<file path="src/rtl/alu_cmd_sequencer.sv">
// Issue stage for an 8-bit combinational ALU: command FIFO, registered ALU drive, result hold.
// Optional ALU_ZERO_FLAG_EN adds a registered res_zero flag captured alongside res_data.
module alu_cmd_sequencer #(
    parameter int DATA_W = 8,
    parameter int SEL_W  = 3,
    parameter int DEPTH  = 4
) (
    input  logic                   clk,
    input  logic                   rst_n,
    input  logic                   cmd_valid,
    output logic                   cmd_ready,
    input  logic [DATA_W-1:0]      cmd_a,
    input  logic [DATA_W-1:0]      cmd_b,
    input  logic [SEL_W-1:0]       cmd_sel,
    output logic [DATA_W-1:0]      alu_a,
    output logic [DATA_W-1:0]      alu_b,
    output logic [SEL_W-1:0]       alu_sel,
    input  logic [DATA_W-1:0]      alu_out,
    output logic                   res_valid,
    input  logic                   res_ready,
    output logic [DATA_W-1:0]      res_data,
    output logic [SEL_W-1:0]       res_sel,
`ifdef ALU_ZERO_FLAG_EN
    output logic                   res_zero,
`endif
    output logic [$clog2(DEPTH):0] count
);

    localparam int PTR_W = $clog2(DEPTH);
    localparam int CNT_W = PTR_W + 1;

    typedef struct packed {
        logic [DATA_W-1:0] a;
        logic [DATA_W-1:0] b;
        logic [SEL_W-1:0]  sel;
    } cmd_t;

    typedef enum logic [1:0] {IDLE, ISSUE, HOLD} state_t;

    state_t           state;
    cmd_t             mem [DEPTH];
    cmd_t             head;
    logic [PTR_W-1:0] wr_ptr;
    logic [PTR_W-1:0] rd_ptr;
    logic             push;
    logic             pop;
    logic             not_empty;

    assign cmd_ready = (count != CNT_W'(DEPTH));
    assign not_empty = (count != '0);
    assign push      = cmd_valid && cmd_ready;
    // A pop is only ever an issue event: leaving IDLE, or a result accepted with work queued.
    assign pop       = not_empty && ((state == IDLE) || (state == HOLD && res_ready));
    assign head      = mem[rd_ptr];

    // NOTE: the storage array has no reset; entries are only read once count says they were written.
    always_ff @(posedge clk) begin
        if (push) mem[wr_ptr] <= {cmd_a, cmd_b, cmd_sel};
    end

    // Pointers wrap naturally because DEPTH is a power of two.
    always_ff @(posedge clk or negedge rst_n) begin
        if (!rst_n) begin
            wr_ptr <= '0;
            rd_ptr <= '0;
            count  <= '0;
        end else begin
            if (push) wr_ptr <= wr_ptr + PTR_W'(1);
            if (pop)  rd_ptr <= rd_ptr + PTR_W'(1);
            case ({push, pop})
                2'b10:   count <= count + CNT_W'(1);
                2'b01:   count <= count - CNT_W'(1);
                default: count <= count;
            endcase
        end
    end

    // NOTE: all state here is sequential, so every assignment is non-blocking.
    always_ff @(posedge clk or negedge rst_n) begin
        if (!rst_n) begin
            state     <= IDLE;
            alu_a     <= '0;
            alu_b     <= '0;
            alu_sel   <= '0;
            res_valid <= 1'b0;
            res_data  <= '0;
            res_sel   <= '0;
`ifdef ALU_ZERO_FLAG_EN
            res_zero  <= 1'b0;
`endif
        end else begin
            case (state)
                IDLE: begin
                    if (pop) begin
                        alu_a   <= head.a;
                        alu_b   <= head.b;
                        alu_sel <= head.sel;
                        state   <= ISSUE;
                    end
                end
                ISSUE: begin
                    res_data  <= alu_out;
                    res_sel   <= alu_sel;
`ifdef ALU_ZERO_FLAG_EN
                    res_zero  <= (alu_out == '0);
`endif
                    res_valid <= 1'b1;
                    state     <= HOLD;
                end
                HOLD: begin
                    if (res_ready) begin
                        res_valid <= 1'b0;
                        if (pop) begin
                            alu_a   <= head.a;
                            alu_b   <= head.b;
                            alu_sel <= head.sel;
                            state   <= ISSUE;
                        end else begin
                            state   <= IDLE;
                        end
                    end
                end
                default: state <= IDLE;
            endcase
        end
    end

endmodule
</file>
<file path="config.mk">
export PLATFORM = sky130hd
export DESIGN_NAME = alu_cmd_sequencer
export DESIGN_NICKNAME = d
export VERILOG_FILES = /design/src/rtl/alu_cmd_sequencer.sv
export SDC_FILE = /design/constraint.sdc
export NUM_CORES = 1
export LEC_CHECK = 0
export BUFFER_PORTS_ARGS = -buffer_cell sky130_fd_sc_hd__buf_2
export CAP_MARGIN = 20
export CORE_ASPECT_RATIO = 1.4
export CORE_UTILIZATION = 45
export CTS_CLUSTER_DIAMETER = 60
export DETAILED_ROUTE_END_ITERATION = 7
export GPL_TIMING_DRIVEN = 1
export PLACE_DENSITY = 0.77
export SLEW_MARGIN = 20
export SYNTH_ARGS = -nofsm -noshare
export SYNTH_HDL_FRONTEND = slang
export SYNTH_SLANG_ARGS = --single-unit
</file>
<file path="constraint.sdc">
create_clock -name clk -period 2.8 [get_ports clk]
set_input_delay 0.28 -clock clk [delete_from_list [all_inputs] [get_ports clk]]
set_output_delay 0.28 -clock clk [all_outputs]
set_load 0.02 [all_outputs]
</file>
* Word-level counts from Yosys, hierarchy flattened
Memory sizes are Yosys's and may differ from the RTL's.
Cells that the tools add are included.
** Word-level totals
- Register bits :: 40
- Bits in writable memories :: 76
- Input bits :: 31
- Memories kept :: 1
** Memory list
- mem :: words 4, bits a word 19, rd ports 1, clocked after Yosys merged registers in 0, write ports 1, RTL line 41 : cmd_t mem [DEPTH];
** Operators by class
- Add/sub/neg operators :: 4
- Equality and inequality tests :: 7
- Mux-type cells :: 18
- Reduce and logical (&&, ||, !) cells :: 12
** Operators by type and width (count)
- 2-to-1 mux 8 bit :: 4
- case mux 8 bit (2 select lines) :: 2
- case mux 3 bit (2 select lines) :: 2
- 2-to-1 mux 3 bit :: 2
- case mux 2 bit (3 select lines) :: 1
- AND reduction 2 bit :: 3
- nonzero test 2 bit :: 3
- adder 2 x 1 -> 2 bit, second input constant :: 2
- equality test 2 x 1 -> 1 bit, second input constant :: 2
- equality test 2 bit, second input constant :: 2
- 2-to-1 mux 1 bit :: 4
- 2-to-1 mux 2 bit :: 2
- != test 2 bit, second input constant :: 2
- adder 3 x 1 -> 3 bit, second input constant :: 1
- logical AND 1 bit :: 3
- != test 3 bit, second input constant :: 1
- nonzero test 3 bit :: 1
- subtractor 3 x 1 -> 3 bit, second input constant :: 1
- logical NOT 2 bit :: 1
- case mux 1 bit (2 select lines) :: 1
- logical OR 1 bit :: 1

* Logic depth before layout (Yosys ltp)
Gate-level depths: netlist of run 1.
- Word-level depth :: 7
- Depth in mapped cells :: 8

* Least setup slack after synthesis of run 1
Ideal clock, no wire load.
- Path kind :: register -> register
- Start point :: register count[1]
- End point :: register count[1]
- Setup time :: 0.125 ns
- Data arrival time :: 2.046 ns
- Path slack :: 0.629 ns
- Stages on the path, launching flop included :: 7
- Buffers on the path :: 0
- Period minus slack after synthesis :: 2.171 ns
- Cells stage by stage :: dfrtp_1 -> or3b_4 -> and2_4 -> inv_1 -> ha_1 -> fa_1 -> mux2_2
** On the way
- Word-level cells in the longest chain between the ends :: 4
- Elaborated cells on any way between the ends :: 10
- Classes of those cells :: add/sub (2); eq/ne (3); mux (1); reduce/logical (4)
** RTL lines
- start, declared :: RTL line 26 : output logic [$clog2(DEPTH):0] count
- start signal, assigned :: RTL line 71 : 2'b10: count <= count + CNT_W'(1);
- start signal, assigned :: RTL line 72 : 2'b01: count <= count - CNT_W'(1);
- start signal, assigned :: RTL line 73 : default: count <= count;
- != test 3 bit * :: RTL line 49 : assign cmd_ready = (count != CNT_W'(DEPTH));
- named net cmd_ready :: RTL line 11 : output logic cmd_ready,
- logical AND 1 bit * :: RTL line 51 : assign push = cmd_valid && cmd_ready;
- equality test 2 x 1 -> 1 bit or equality test 2 bit (tied branches) :: RTL line 70 : case ({push, pop})
- case mux 3 bit (2 select lines) or nonzero test 2 bit (tied branches)
The timed path passes the listed nets; every way through them passes the cells marked *.
A chain may end at the register's enable or synchronous reset.

* Worst setup path in the final report of run 1
- Start point :: register count[0]
- End point :: register count[1]
** On the way
- Word-level cells in the longest chain between the ends :: 4
- Elaborated cells on any way between the ends :: 10
- Classes of those cells :: add/sub (2); eq/ne (3); mux (1); reduce/logical (4)
** RTL lines (RTL line)
- != test 3 bit or nonzero test 3 bit (tied branches) :: 49, 50
- logical AND 1 bit (on tied branches) :: 51, 53
- equality test 2 x 1 -> 1 bit or equality test 2 bit (tied branches) :: 70
- case mux 3 bit (2 select lines) or nonzero test 2 bit (tied branches)
Parallel ways exist; a longest one is shown, timed or not.

==> summary.txt, run 1 <==
Hold Vio Cnt, Final: 0
CP max stage delay: 450 ps
CP max FO: 6
CTS tree: done
Die Wd: 86.2 um
CTS Sinks: 116
Sequential Power Share: 38.0%
Worst Hold Class: in -> async
gpl congestion: 0.655
M1 wire length: 2.98 mm
minimum hold slack: 16.2 ps
gate count after technology mapping: 208
routed vias: 2143
P_sw: 0.00213 W
Final Total Pwr: 0.00709 W
max_cap viols: 0
layout cells sized above 1: 49.7%
post-place instance area: 4960 um^2
DRT Pass-1 Iters: 4
Layout Skew: 3.62 ps
Netlist cell types: 26
unrepaired setup endpoints after global routing: false
Die Footprint: 10300 um^2
total global routing overflow: 0
Post-route DRC: 0
Inserted Diodes: 0
DRT antenna net count: 0
Routed met2 length: 4.10 mm
Post-CTS Hold Fix Bufs: 0
synth warn: 0
Avg WL per Cell: 17.5 um
Setup Viol. Count Final: 0
Cell Chain, Critical Path: or3b_4 > and2_4 > inv_1 > ha_1 > fa_1 > mux2_2
Final Net Count: 326
Tightest Pin Transition: 911 ps
IO Port Bufs: 65
initial detailed-routing violation count: 132
Crit. End Element: flip-flop
CP Class: reg -> reg
Row Count: 42
vias in the first global route: 2331
status: finished clean
PD cells: 1280 nW/um^2
period utilisation layout: 75.5%
sw frac: 30.0%
P_leak: 2.20 nW
dpl hpwl: 4.60 mm
Setup Buffers After CTS: 0
clock latency on the worst-skew pair: 400 ps
core area: 9560 um^2
Resized Gates After CTS: 0
CP startpoint kind: flip-flop
Gate power share: 33.0%
first-pass GRT wire length: 12.2 mm
Clk pwr share: 29.0%
Routed WL: 7.62 mm
number of top-level pins: 66
synth-to-layout area growth: 23.8%
Worst EP required: 3080 ps
pin count of the biggest net entering global routing: 41
#FFs+latches synth: 116
Die Ht: 120 um
shortest period the worst path allows: 2110 ps
critical path's slowest cell: dfrtp_1
Top delay family on crit path: simple AND/OR/NAND/NOR gates
routed wl met3: 323 um
WP data arrival: 2390 ps
CTS max path bufs: 2
Initial Util: 46.7%
Internal: 0.00496 W
final slew viol count: 0
WP buf/inv: 1
Reg clk slew, reported paths: 50 ps
top sig layer: met4
syn_nets: 245
maximum VDD drop: 0.461 mV
global-route usage over all layers: 16.6%
initial antenna violation count: 0
fmax: 473 MHz
Slew headroom: 39.2%
commonest non-fill, non-tap cell in the layout: edfxtp_1
vias per cell: 4.94
Seq/Total Area, Yosys: 73.5%
CTS root buf: clkbuf_16
area of the mapped netlist: 4470 um^2
Setup TNS: 0 ps
syn avg cell area: 21.5 um^2
post-route cell area: 5530 um^2
cts bufs inserted: 17
CTS HTree Levels: 4
highest-count cells in the layout ignoring fill and taps: edfxtp_1, buf_2, dfrtp_1, mux2_4, mux4_2
## cell usage after synthesis
cell type | number | share of area, %
mux2_1 | 5 | 1.3
clkbuf_1 | 2 | 0.17
nor3_2 | 2 | 0.45
mux4_2 | 19 | 9.6
fa_1 | 1 | 0.45
nor4b_1 | 1 | 0.20
buf_6 | 2 | 0.50
a21oi_1 | 2 | 0.22
mux2_4 | 19 | 6.4
a21o_1 | 1 | 0.17
buf_4 | 2 | 0.34
nor2_1 | 2 | 0.17
ha_1 | 5 | 1.4
edfxtp_1 | 76 | 51
dfrtp_1 | 40 | 22
and2_4 | 1 | 0.20
and2b_1 | 1 | 0.17
xnor2_1 | 3 | 0.59
xor2_1 | 3 | 0.59
and3_2 | 4 | 0.67
inv_1 | 5 | 0.42
or3b_4 | 1 | 0.25
nand2_1 | 1 | 0.084
buf_2 | 1 | 0.11
nor3_1 | 1 | 0.11
mux2_2 | 8 | 2.0
## flip-flops by register name, summed over array words and instances, names as in the netlist
register / cells
res_data: 8
alu_a: 8
count: 3
alu_sel: 3
res_valid: 1
mem: 76
rd_ptr: 2
wr_ptr: 2
res_sel: 3
alu_b: 8
state: 2
## cell type report
type | instances | area, um^2
Clock buffer | 18 | 429
Multi-Input combinational cell | 80 | 1120
Sequential cell | 116 | 3280
Timing Repair Buffer | 69 | 368
Inverter | 5 | 18.8
Fill cell | 755 | 4040
Tap cell | 132 | 165
Clock inverter | 14 | 143
## worst register-to-register path, cell delays in order, from the launching register on
cell,delay [ps]
dfrtp_1,450
or3b_4,430
and2_4,190
inv_1,50
ha_1,190
fa_1,420
mux2_2,270
## per-layer routing
| layer | vias up | global-route usage (%) |
|---|---|---|
| met5 | - | 0 |
| met4 | 0 | 9.58 |
| met3 | 18 | 5.43 |
| met2 | 60 | 27.6 |
| met1 | 1091 | 18.6 |
| li1 | 974 | - |
## final timing paths
path,end,cells after the start,slack (ps),from
hold / removal,count[2],1,20,rst_n
min in group clk,mem[0][17],1,90,cmd_a[6]
hold reg to reg,res_data[1],1,480,res_data[1]
max in group asynchronous,alu_b[1],1,2220,rst_n
setup / recovery,count[1],6,690,count[0]
setup reg to reg,count[1],6,690,count[0]
## kinds of logic (layout without fill, tap and decap cells)
logic type / after synthesis / in the layout / share of synthesized area, %
flops: 116 / 116 / 73.5
mux: 51 / 51 / 19.2
simple gates: 14 / 14 / 2.30
buf+inv: 12 / 106 / 1.54
fa+ha+maj: 6 / 6 / 1.85
xor+xnor: 6 / 6 / 1.18
compound gates: 3 / 3 / 0.392
## power by group through the flow
stage                     logic (W)  clock network, W  registers, W
after floorplan             0.00147                 0       0.00295
after detailed placement    0.00237                 0       0.00271
after global routing        0.00253           0.00217       0.00275
after CTS                   0.00238           0.00209       0.00269
after global placement      0.00231                 0       0.00268
final                       0.00234           0.00206       0.00269
## per-stage QoR
stage / util [%] / std cells / setup WS [ps]
after floorplan: - / 208 / 629
after global placement: 51.8 / 402 / 750
after detailed placement: 51.8 / 402 / 704
after CTS: 57.8 / 434 / 689
after global routing: 57.8 / 434 / 613
final: 57.8 / 434 / 686
No activity file was read; power rests on OpenSTA's default activity.
==> inputs of run 2 (changes only) <==
clock period = 2.1 ns   (was 2.8 ns; I/O delays follow)
==> summary.txt, run 2 (synthesis gave the netlist of run 1 again) <==
Setup TNS: 0 ps (unchanged)
routed vias: 2162 (+0.89%)
Most flops, register: mem
gpl congestion: 0.703 (+7.4%)
pin count of the biggest net entering global routing: 41 (unchanged)
Routed WL: 7.67 mm (+0.72%)
unrepaired setup endpoints after global routing: false
Post-route DRC: 0 (unchanged)
Tightest Pin Transition: 928 ps (+16.3 ps)
status: finished clean
global-route usage over all layers: 17.1% (+0.41 points)
commonest non-fill, non-tap cell in the layout: edfxtp_1
Initial Util: 46.7% (unchanged)
GR peak layer: met2
met3 Track Usage GR: 7.50% (+2.1 points)
Crit. End Element: flip-flop
number of flip-flops in the largest register: 76 (unchanged)
CP max FO: 6 (unchanged)
number of top-level pins: 66 (unchanged)
Reg clk slew, reported paths: 50 ps (about the same)
CTS tree: done
CTS HTree Levels: 4 (unchanged)
Setup Viol. Count Final: 0 (unchanged)
highest-count cells in the layout ignoring fill and taps: edfxtp_1, buf_2, dfrtp_1, mux2_4, mux4_2
Inserted Diodes: 0 (unchanged)
minimum hold slack: 17.0 ps (+0.766 ps)
cts bufs inserted: 17 (unchanged)
Hold Vio Cnt, Final: 0 (unchanged)
max_cap viols: 0 (unchanged)
vias per cell: 4.94 (about the same)
Die Wd: 86.2 um (unchanged)
DRT antenna net count: 0 (unchanged)
Die Footprint: 10300 um^2 (unchanged)
met1 Usage GRT: 17.8% (-0.74 points)
final slew viol count: 0 (unchanged)
initial detailed-routing violation count: 147 (+11%)
PD cells: 1690 nW/um^2 (+32%)
fmax: 488 MHz (+3.1%)
Worst EP required: 2390 ps (-690 ps)
maximum VDD drop: 0.742 mV (+61%)
Resized Gates After CTS: 0 (unchanged)
clock latency on the worst-skew pair: 410 ps (about the same)
Row Count: 42 (unchanged)
Post-CTS Hold Fix Bufs: 1 (+1)
WP data arrival: 2340 ps (-50 ps)
CTS Sinks: 116 (unchanged)
DP Cell Count: 405 (+0.75%)
layout cells sized above 1: 50.3% (+0.66 points)
P_leak: 2.19 nW (-0.68%)
total global routing overflow: 0 (unchanged)
dpl hpwl: 4.66 mm (+1.3%)
Die Ht: 120 um (unchanged)
period utilisation layout: 97.6% (+22 points)
initial antenna violation count: 0 (unchanged)
synth-to-layout area growth: 23.7% (about the same)
Worst Hold Class: in -> reg
CTS max path bufs: 2 (unchanged)
Layout Skew: 9.58 ps (+5.95 ps)
Slew headroom: 38.2% (-1.1 points)
IO Port Bufs: 65 (unchanged)
DRT Pass-1 Iters: 4 (unchanged)
shortest period the worst path allows: 2050 ps (-63.5 ps)
CP Class: reg -> reg
GRT met2 Usage: 28.9% (+1.2 points)
vias in the first global route: 2354 (+0.99%)
first-pass GRT wire length: 12.2 mm (+0.23%)
Finished Layout Cells: 438 (+0.92%)
Avg WL per Cell: 17.5 um (-0.20%)
core area: 9560 um^2 (unchanged)
CTS root buf: clkbuf_16
Final Net Count: 330 (+1.2%)
Setup Buffers After CTS: 0 (unchanged)
CP startpoint kind: flip-flop
## run 2: layout make-up
| cell class | count | area, um^2 |
|---|---|---|
| clock buffer | 25 | 475 |
| inverter | 5 | 18.8 |
| fill | 745 | 4040 |
| sequential | 116 | 3290 |
| clock inverter | 7 | 58.8 |
| multi-input combinational | 80 | 1130 |
| tap | 132 | 165 |
| timing repair buffer | 73 | 388 |
## run 2: final timing paths
check / to / startpoint / slack (ps) / cells after the start
max reg2reg: count[1] / count[1] / 50 / 6
max: count[1] / count[1] / 50 / 6
max in group asynchronous: count[2] / rst_n / 990 / 2
min in group asynchronous: count[1] / rst_n / 490 / 2
min: mem[0][9] / cmd_b[6] / 20 / 1
min reg2reg: res_data[7] / res_data[7] / 480 / 1
## run 2: power by group
part | switching (W) | total [W] | internal [W] | leakage, nW
clock network | 0.000900 | 0.00257 | 0.00167 | 0.258
logic | 0.00163 | 0.00325 | 0.00162 | 0.769
registers | 0.000316 | 0.00352 | 0.00321 | 1.16
## run 2: through the flow
stage	setup slack (ps)	util, %	area (um^2)	total power (W)
floorplan	10.5	-	4480	0.00593
global placement	127	52.1	4980	0.00672
detailed placement	51.9	52.1	4980	0.00685
CTS	47.4	57.8	5530	0.00946
global route	8.15	57.8	5530	0.00982
finish	49.7	57.8	5530	0.00934
## run 2: per-layer routing
layer	up-vias	share of wire, %	wire (um)
li1	985	-	-
met1	1104	38	2920
met2	59	55	4190
met3	14	4.9	377
met4	0	2.3	176
met5	-	0	0
## run 2: worst max-delay path, stage by stage, from the launching register on
cell and delay (ps):
dfrtp_2 440, or3b_4 410, and2_4 170, inv_2 70, ha_4 140, fa_1 420
mux2_2 280
==> inputs of run 3 (changes only) <==
CORE_ASPECT_RATIO = not set   (was 1.4)
TNS_END_PERCENT = 1   (was not set)
==> summary.txt, run 3 (synthesis gave the netlist of run 1 again) <==
status: finished clean
DRT Pass-1 Iters: 4 (unchanged)
commonest non-fill, non-tap cell in the layout: edfxtp_1
Resized Gates After CTS: 0 (unchanged)
IO Port Bufs: 65 (unchanged)
WP buf/inv: 1 (unchanged)
Post-route DRC: 0 (unchanged)
Top delay family on crit path: simple AND/OR/NAND/NOR gates
unrepaired setup endpoints after global routing: false
CTS tree: done
Setup Viol. Count Final: 0 (unchanged)
CTS Sinks: 116 (unchanged)
Hold Vio Cnt, Final: 0 (unchanged)
Setup Buffers After CTS: 0 (unchanged)
vias per cell: 4.92 (-0.42%)
P_sw: 0.00288 W (+1.2%)
Clk pwr share: 30.5% (+3.0 points)
initial antenna violation count: 0 (unchanged)
PD cells: 1660 nW/um^2 (-1.5%)
post-route cell area: 5860 um^2 (+6.1%)
Initial Util: 47.4% (+0.74 points)
Internal: 0.00688 W (+5.9%)
final slew viol count: 0 (unchanged)
DP Cell Count: 401 (-0.99%)
Row Count: 35 (-17%)
CP max stage delay: 440 ps (about the same)
CTS HTree Levels: 4 (unchanged)
Gate power share: 33.2% (-1.6 points)
Avg WL per Cell: 17.1 um (-2.5%)
first-pass GRT wire length: 12.3 mm (+0.90%)
Inserted Diodes: 0 (unchanged)
WP data arrival: 2430 ps (+90 ps)
Setup TNS: 0 ps (unchanged)
core area: 9420 um^2 (-1.6%)
Die Ht: 102 um (-15%)
cts bufs inserted: 17 (unchanged)
highest-count cells in the layout ignoring fill and taps: edfxtp_1, buf_2, dfrtp_1, dlygate4sd3_1
Worst Hold Class: in -> reg
total global routing overflow: 0 (unchanged)
period utilisation layout: 97.4% (-0.21 points)
global-route usage over all layers: 16.8% (-0.28 points)
Die Footprint: 10300 um^2 (about the same)
Die Wd: 102 um (+18%)
Routed WL: 7.88 mm (+2.7%)
routed vias: 2266 (+4.8%)
maximum VDD drop: 0.578 mV (-22%)
Sequential Power Share: 36.3% (-1.4 points)
vias in the first global route: 2417 (+2.7%)
Layout Skew: 8.93 ps (-0.644 ps)
Final Total Pwr: 0.00976 W (+4.5%)
CP startpoint kind: flip-flop
Slew headroom: 38.6% (+0.47 points)
CP Class: reg -> reg
DRT antenna net count: 0 (unchanged)
P_leak: 2.33 nW (+6.6%)
Worst EP required: 2480 ps (+90 ps)
Post-CTS Hold Fix Bufs: 28 (+27)
post-place instance area: 4970 um^2 (-0.23%)
fmax: 489 MHz (+0.22%)
synth-to-layout area growth: 31.3%
sw frac: 29.5% (-0.95 points)
max_cap viols: 0 (unchanged)
Cell Chain, Critical Path: or3b_4 > and2_4 > inv_2 > ha_4 > fa_1 > mux2_2
dpl hpwl: 4.58 mm (-1.6%)
clock latency on the worst-skew pair: 500 ps (+90 ps)
shortest period the worst path allows: 2050 ps (-4.44 ps)
Tightest Pin Transition: 920 ps (-7.08 ps)
initial detailed-routing violation count: 65 (-56%)
pin count of the biggest net entering global routing: 41 (unchanged)
Most flops, register: mem
Finished Layout Cells: 461 (+5.3%)
CTS max path bufs: 2 (unchanged)
number of top-level pins: 66 (unchanged)
gpl congestion: 0.714 (+1.5%)
Fillers: 679 (-8.9%)
minimum hold slack: 62.6 ps (+45.6 ps)
critical path's slowest cell: or3b_4
CTS root buf: clkbuf_8
Final Net Count: 356 (+7.9%)
number of flip-flops in the largest register: 76 (unchanged)
CP max FO: 6 (unchanged)
layout cells sized above 1: 47.3% (-3.0 points)
Reg clk slew, reported paths: 60 ps (about the same)
Crit. End Element: flip-flop
==> run 3: per-stage QoR <==
| step | setup WS [ps] | utilization, % |
|---|---|---|
| after global placement | 126 | 52.8 |
| after CTS | 56.5 | 62.3 |
| final | 54.2 | 62.3 |
| after global routing | 5.81 | 62.3 |
| after detailed placement | 74.9 | 52.8 |
| after floorplan | 10.5 | - |
==> run 3: path summary, 6_finish.rpt <==
path	endpoint	startpoint	slack [ps]	cells past startpoint
min	res_valid	res_ready	60	4
min reg2reg	res_data[2]	res_data[2]	480	1
min in group asynchronous	state[0]	rst_n	390	2
max	count[1]	count[0]	50	6
max in group asynchronous	count[1]	rst_n	1090	2
max reg2reg	count[1]	count[0]	50	6
==> run 3: worst register-to-register path: cells and delay by family, from the launching register on <==
family                   cells  cell delay [ps]
adder cells (fa/ha/maj)      2              550
flip-flops                   1              420
multiplexers                 1              270
buffers and inverters        1               60
AND/OR/NAND/NOR              2              620
==> run 3: cell type report <==
| cell class | instances | area [um^2] | share of cell area (%) |
|---|---|---|---|
| inverters | 5 | 18.8 | 0.320 |
| repair buffers | 99 | 651 | 11.1 |
| flip-flops and latches | 116 | 3290 | 56.0 |
| multi-input cells | 80 | 1130 | 19.3 |
| clock inverters | 11 | 184 | 3.14 |
| well taps | 129 | 161 | 2.75 |
| clock buffers | 21 | 429 | 7.32 |
==> run 3: power by group through the flow <==
stage | logic, W | registers (W) | clock network (W)
after global placement | 0.00315 | 0.00354 | 0
after detailed placement | 0.00323 | 0.00358 | 0
after floorplan | 0.00200 | 0.00394 | 0
final | 0.00324 | 0.00354 | 0.00298
after global routing | 0.00350 | 0.00361 | 0.00312
after CTS | 0.00330 | 0.00356 | 0.00302
==> run 3: layer usage <==
layer	global-route usage (%)	routed length (um)	vias to the layer above	part of all wire, %
met3	4.90	282	11	3.6
li1	-	-	1041	-
met1	19.0	3180	1153	40
met2	28.8	4280	61	54
met5	0	0	-	0
met4	8.70	132	0	1.7
